[src/rtl/des_key_schedule.sv]
// Sequential DES round-key generator: PC-1 at load, then one PC-2 subkey per
// valid/ready handshake, in encrypt (K1..K16) or decrypt (K16..K1) order.
module des_key_schedule #(
  parameter bit PARITY_CHECK = 1'b1,
  parameter bit ALLOW_RELOAD = 1'b0
) (
  input  logic        clk,
  input  logic        rst_n,
  input  logic [63:0] key_in,
  input  logic        key_load,
  input  logic        decrypt,
  output logic [47:0] subkey,
  output logic        subkey_valid,
  input  logic        subkey_ready,
  output logic [3:0]  round_idx,
  output logic        busy,
  output logic        done,
  output logic        parity_err
);

  typedef enum logic {IDLE = 1'b0, RUN = 1'b1} state_t;

  // Tables use FIPS 1-based, MSB-first bit numbering.
  localparam int PC1 [0:55] = '{
    57, 49, 41, 33, 25, 17,  9,
     1, 58, 50, 42, 34, 26, 18,
    10,  2, 59, 51, 43, 35, 27,
    19, 11,  3, 60, 52, 44, 36,
    63, 55, 47, 39, 31, 23, 15,
     7, 62, 54, 46, 38, 30, 22,
    14,  6, 61, 53, 45, 37, 29,
    21, 13,  5, 28, 20, 12,  4
  };

  localparam int PC2 [0:47] = '{
    14, 17, 11, 24,  1,  5,
     3, 28, 15,  6, 21, 10,
    23, 19, 12,  4, 26,  8,
    16,  7, 27, 20, 13,  2,
    41, 52, 31, 37, 47, 55,
    30, 40, 51, 45, 33, 48,
    44, 49, 39, 56, 34, 53,
    46, 42, 50, 36, 29, 32
  };

  // Bit r set when round r+1 (0-based r) rotates by two instead of one.
  localparam logic [15:0] SHIFT_TWO = 16'h7EFC;

  function automatic logic [27:0] rotl(input logic [27:0] x, input logic two);
    return two ? {x[25:0], x[27:26]} : {x[26:0], x[27]};
  endfunction

  function automatic logic [27:0] rotr(input logic [27:0] x, input logic two);
    return two ? {x[1:0], x[27:2]} : {x[0], x[27:1]};
  endfunction

  state_t      state_reg, state_next;
  logic [55:0] cd_reg, cd_next;
  logic [3:0]  round_reg, round_next;
  logic        mode_reg, mode_next;
  logic        done_reg, done_next;
  logic        parity_reg, parity_next;

  logic [55:0] pc1_key;
  logic [7:0]  byte_even;
  logic        load_ok;
  logic        shift_two;

  genvar gi;
  generate
    for (gi = 0; gi < 56; gi++) begin : g_pc1
      localparam int SRC = 64 - PC1[gi];
      assign pc1_key[55-gi] = key_in[SRC];
    end
    for (gi = 0; gi < 48; gi++) begin : g_pc2
      localparam int SRC = 56 - PC2[gi];
      assign subkey[47-gi] = cd_reg[SRC];
    end
    for (gi = 0; gi < 8; gi++) begin : g_parity
      assign byte_even[gi] = ~^key_in[8*gi +: 8];
    end
  endgenerate

  assign load_ok = key_load && ((state_reg == IDLE) || ALLOW_RELOAD);

  always_comb begin
    state_next  = state_reg;
    cd_next     = cd_reg;
    round_next  = round_reg;
    mode_next   = mode_reg;
    done_next   = 1'b0;
    parity_next = parity_reg;
    shift_two   = 1'b0;

    if (load_ok) begin
      // A load (also a reload in RUN) takes priority over any pending handshake.
      state_next  = RUN;
      round_next  = 4'd0;
      mode_next   = decrypt;
      parity_next = PARITY_CHECK && (|byte_even);
      if (decrypt) begin
        cd_next = pc1_key;
      end else begin
        cd_next = {rotl(pc1_key[55:28], 1'b0), rotl(pc1_key[27:0], 1'b0)};
      end
    end else if ((state_reg == RUN) && subkey_ready) begin
      if (round_reg == 4'd15) begin
        state_next = IDLE;
        round_next = 4'd0;
        done_next  = 1'b1;
      end else begin
        round_next = round_reg + 4'd1;
        if (mode_reg) begin
          shift_two = SHIFT_TWO[4'd15 - round_reg];
          cd_next   = {rotr(cd_reg[55:28], shift_two), rotr(cd_reg[27:0], shift_two)};
        end else begin
          shift_two = SHIFT_TWO[round_reg + 4'd1];
          cd_next   = {rotl(cd_reg[55:28], shift_two), rotl(cd_reg[27:0], shift_two)};
        end
      end
    end
  end

  always_ff @(posedge clk or negedge rst_n) begin
    if (!rst_n) begin
      state_reg  <= IDLE;
      cd_reg     <= '0;
      round_reg  <= 4'd0;
      mode_reg   <= 1'b0;
      done_reg   <= 1'b0;
      parity_reg <= 1'b0;
    end else begin
      state_reg  <= state_next;
      cd_reg     <= cd_next;
      round_reg  <= round_next;
      mode_reg   <= mode_next;
      done_reg   <= done_next;
      parity_reg <= parity_next;
    end
  end

  assign subkey_valid = (state_reg == RUN);
  assign busy         = (state_reg == RUN);
  assign round_idx    = round_reg;
  assign done         = done_reg;
  assign parity_err   = parity_reg;

endmodule
[config.mk]
export PLATFORM = sky130hd
export DESIGN_NAME = des_key_schedule
export DESIGN_NICKNAME = d
export VERILOG_FILES = /design/src/rtl/des_key_schedule.sv
export SDC_FILE = /design/constraint.sdc
export NUM_CORES = 1
export LEC_CHECK = 0
export CORE_UTILIZATION = 44
export DETAILED_ROUTE_END_ITERATION = 10
export PLACE_DENSITY = 0.73
export SYNTH_ARGS = -nofsm -noshare
export SYNTH_HDL_FRONTEND = slang
export SYNTH_SLANG_ARGS = --single-unit
[constraint.sdc]
create_clock -name clk -period 3.3 [get_ports clk]
set_clock_uncertainty 0.05 [all_clocks]
set_input_delay 0.33 -clock clk [delete_from_list [all_inputs] [get_ports clk]]
set_output_delay 0.33 -clock clk [all_outputs]
set_load 0.01 [all_outputs]
# ---- After elaboration in Yosys (flattened, before gate mapping)
# Memories as Yosys holds them, arrays and structs flattened.
# Cells that the tools add are included.
dict set report classes {
  n_addsub 2
  n_reduce_logical 15
  n_bitwise 1
  n_eq_ne 2
  magnitude_cmp 2
  muxes 20
}
# cell count
set ops {}
lappend ops {{$mux 56} 5}
lappend ops {{$mux 28} 4}
lappend ops {{$reduce_xnor 8->1} 8}
lappend ops {{$mux 4} 3}
lappend ops {{$lt 4x5->1 const B} 2}
lappend ops {{$mux 1} 8}
lappend ops {{$reduce_or 8->1} 1}
lappend ops {{$add 4x1->4 const B} 1}
lappend ops {{$eq 4x4->1 const B} 1}
lappend ops {{$reduce_and 2->1} 2}
lappend ops {{$reduce_bool 2->1} 2}
lappend ops {{$sub 4x4->4 const A} 1}
lappend ops {{$logic_and 1x1->1} 2}
lappend ops {{$ne 2x2->1 const B} 1}
lappend ops {{$not 1->1} 1}
dict set report word_totals {
  register_bits 64
  in_bits 69
  n_memories 2
  rom_bits 32
}
# name words width rd rd_clocked_by_memory_dff wr line_no
set mem_list {}
lappend mem_list {{(name not given)} 16 1 1 0 0 117} ;# shift_two = SHIFT_TWO[round_reg + 4'd1];
lappend mem_list {{(name not given)} 16 1 1 0 0 114} ;# shift_two = SHIFT_TWO[4'd15 - round_reg];

# ---- Longest topological paths before layout
dict set report depth {
  word_depth 8
  mapped_depth 9
}

# ---- Least setup slack after synthesis
# Ideal clock, no wire load.
dict set report synth_path {
  path_type {reg-to-reg}
  start {reg round_reg[1], in the netlist round_idx[1]}
  end {reg cd_reg[27]}
  setup_ns 0.131
  t_arrival_ns 1.980
  n_path_buf 1
  stages_incl_launch_ff 9
  setup_slack_ns 1.138
  cell_sequence {dfrtp_1 -> ha_1 -> buf_2 -> mux2i_1 -> o21ai_2 -> mux2_1 -> a21oi_1 -> nor2_1 -> or3_1}
}
dict set report synth_via {
  elab_chain_len 8
  word_cells_on_any_way 15
  classes_between {add/sub (2); eq/ne (2); mux (8); reduce/logical (1); memory (2)}
}
# element line_no
set synth_rtl {}
lappend synth_rtl {{start, declared} 59} ;# logic [3:0] round_reg, round_next;
lappend synth_rtl {{start signal, assigned} 135} ;# round_reg <= round_next;
lappend synth_rtl {{$add 4x1->4 / $sub 4x4->4 (equally long branches)} {117, 114}}
lappend synth_rtl {{$mem_v2 16x1 (on tied branches)} --}
lappend synth_rtl {{$mux 1 (on tied branches)} {117, 114}}
lappend synth_rtl {{$mux 28 (on tied branches)} {50, 54}}
lappend synth_rtl {{$mux 56} 113} ;# if (mode_reg) begin
lappend synth_rtl {{$mux 56} 107} ;# if (round_reg == 4'd15) begin
lappend synth_rtl {{$mux 56} 106} ;# end else if ((state_reg == RUN) && subkey_ready) begin
lappend synth_rtl {{$mux 56} 95} ;# if (load_ok) begin
lappend synth_rtl {{end signal, assigned} 134} ;# cd_reg <= cd_next;
lappend synth_rtl {{end, declared} 58} ;# logic [55:0] cd_reg, cd_next;
# Parallel ways exist; a longest one is shown, timed or not. The select of a mux whose other input is x is not followed.
# A chain may end at the register's enable or synchronous reset.

# ---- Worst setup path in the final report
dict set report layout_path {
  start {reg round_reg[1], in the netlist round_idx[1]}
  end {reg cd_reg[40]}
}
# The elaborated chain is that of the path after synthesis.

==> results.toml <==
[final_layout]
fill_cells = 1155
area_growth_pct = 21.7
largest_reg_flops = 56
num_antenna_cells = 0
finalInstanceArea_um2 = 6930
finalNetCount = 684
drive_gt1_share_pct = 14.4
fin_cells = 785

[clocking]
cts_setup_buffers = 0
root_buffer = "clkbuf_16"
htree_levels = 3
insertion_delay_ps = 330
numCtsBuffers = 9
hold_buffers = 0
cts.path.max_buffers = 2
cts-resized-gates = 0
cts_tree = "yes"
clkSinkCount = 64
clk_pin_slew_ps = 50

[route]
routed_wl_um = 15900
drc = 0
dr.max_layer_used = "met4"
drt_iter0_markers = 440
met1_length_um = 7090
routed_via_density = 6.14
wl_per_cell_um = 20.3
drtAntennaViolNets = 0
first_pass_iters = 5
dr_wl_met3_um = 1230
vias = 4821
dr_wl_met2_um = 7350

[critical_path]
cp_data_required_time_ps = 3430
r2r-start = "round_idx[1]$_DFFE_PN0P_"
path_cells = "ha_1 -> nand3_1 -> nor2b_1 -> and2_1 -> buf_4 -> a221oi_1"
end_kind = "flip-flop"
crit_cells = 6
path_delay_family = "simple AND/OR/NAND/NOR gates"
worst-r2r-cell-count = 6
critPathLaunchType = "flip-flop"
arrival_ps = 2720
endpoint = "cd_reg[40]$_DFFE_PN0P_"
crit_fanout = 27
cpPeakStageDelay_ps = 540
cp_num_buf_inv = 1
reg2reg_slack_ps = 710
reg2reg_to = "cd_reg[40]$_DFFE_PN0P_"
critical_path_class = "reg -> reg"
cp-startpoint = "round_idx[1]$_DFFE_PN0P_"
cp_slowest_cell = "and2_1"

[grt]
grt-ovfl-total = 0
grt_pass1_wl_um = 25400
antenna_found_initial = 0
track_usage_pct = 24.4
grt_max_degree = 57
grt_pass1_vias = 4821

[power]
power_density_nw_per_um2 = 780
peakVddDrop_v = 0.000504
power.leakage_nw = 2.60

[yosys]
ys_seq_area_share_pct = 28.2
synth_cell_type_count = 35
syn-num-nets = 630
synth_area_um2 = 5690
yosys_warnings = 0
syn_inst = 556
avgSynthCellArea_um2 = 10.2
ys_seq_elements = 64

[die]
core_area_um2 = 12600
dieArea_um2 = 13400
io_pins = 125
start_util_pct = 45.1
fp.dieH_um = 116
rows = 41
die_x_um = 116

[sta]
finalSetupViolations = 0
tightest_slew_ps = 1030
period_share_pct = 78.4
slew_viol_final = 0
timing.fmax_mhz = 387
layout_setup_ws_ps = 714
max_slew_margin_pct = 31.6
rsz0062_at_grt = "no"
hold_viol_final = 0
holdWs_ps = 117
min_period_ps = 2590
fin_setup_tns_ps = 0

[job]
cap_viol_max_count = 0

[worst_hold_path]
min_path_type = "in -> async"

[place]
io_buffers = 124
dp_hpwl_um = 11000
dp_slack_ps = 743
placed_cell_area_um2 = 6650
routabilityCongestion = 0.873
placed_cells = 771

[status]
status = "complete, no violations"
[cell usage in the layout (no fill, tap or decap), drive strengths merged, types with 2 or more instances in the layout]
cell type      count
nor4b              3
clkdlybuf4s50    122
dfrtp             64
o31ai              2
inv                5
nor2              10
or3                2
a21oi              4
buf               15
o21ai              8
nand4              2
clkbuf            14
a221oi            53
xnor2             49
mux2              58
nand3              8
mux2i            108
xor2              10
o22ai             55
nor2b              2
ha                 5
nand2              5
[where the power goes]
group | switching [W] | total, W | internal, W
Clock | 0.000330 | 0.000892 | 0.000562
Combinational | 0.00149 | 0.00306 | 0.00156
Sequential | 0.000426 | 0.00146 | 0.00103
[cell families (layout without fill, tap and decap cells)]
group | count (synthesis) | after routing | synth area share, %
xor+xnor | 59 | 59 | 9.08
flops | 64 | 64 | 28.2
simple gates | 35 | 35 | 3.19
fa+ha+maj | 5 | 5 | 1.10
mux | 166 | 166 | 30.5
compound gates | 128 | 128 | 16.5
buf+inv | 99 | 156 | 11.5
[Yosys cell counts, drive strengths merged]
| master | count | area, µm² |
|---|---|---|
| and2 | 1 | 6.26 |
| o221ai | 1 | 8.76 |
| or3 | 2 | 12.5 |
| nand3 | 8 | 40.0 |
| buf | 69 | 542 |
| nand4 | 2 | 12.5 |
| a221o | 1 | 10.0 |
| a221oi | 53 | 464 |
| ha | 5 | 62.6 |
| o21ai | 8 | 43.8 |
| nor4b | 3 | 26.3 |
| xnor2 | 49 | 429 |
| nor2b | 2 | 12.5 |
| a21oi | 4 | 20.0 |
| inv | 5 | 18.8 |
| a21boi | 1 | 7.51 |
| a32o | 1 | 10.0 |
| xor2 | 10 | 87.6 |
| clkbuf | 25 | 93.8 |
| mux2i | 108 | 1080 |
| nor4 | 1 | 6.26 |
| dfrtp | 64 | 1600 |
| o21a | 1 | 7.51 |
| o22ai | 55 | 344 |
| a211oi | 1 | 7.51 |
| mux2 | 58 | 653 |
| nor2 | 10 | 37.5 |
| nand2 | 5 | 21.3 |
| nand2b | 1 | 6.26 |
| o31ai | 2 | 15.0 |
[metal layers]
layer  GRT usage [%]  vias to the layer above
li1                -                     2195
met5               0                        -
met2            39.4                      224
met4            8.72                        0
met1            32.9                     2383
met3            4.29                       19
[worst min-delay path by stage]
stage / to / slack [ps]
2_1_floorplan: busy$_DFFE_PN0P_ / -20
3_3_place_gp: parity_err$_DFFE_PN0N_ / 440
3_5_place_dp: parity_err$_DFFE_PN0N_ / 450
4_1_cts: round_idx[2]$_DFFE_PN0P_ / 160
5_1_grt: cd_reg[55]$_DFFE_PN0P_ / 210
6_report: cd_reg[50]$_DFFE_PN0P_ / 120
[worst reg2reg max path: stages (launching register included)]
cell	delay (ps)
dfrtp_1	490
ha_1	330
nand3_1	150
nor2b_1	290
and2_1	550
buf_4	420
a221oi_1	160
[cell type report]
type                       count  area [µm²]  share of cell area (%)
tap                          172         215                    3.11
sequential                    64        1600                    23.1
inverter                       5        18.8                   0.271
timing repair buffer         137        1350                    19.5
multi-input combinational    393        3460                    50.0
clock buffer                  14         274                    3.96
[stage by stage]
stage	total power [W]	utilization [%]
6_report	0.00541	54.9
5_1_grt	0.00572	54.9
4_1_cts	0.00541	54.9
3_5_place_dp	0.00450	52.7
3_3_place_gp	0.00443	52.7
2_1_floorplan	0.00383	-
Power figures use the tool's default switching activity.
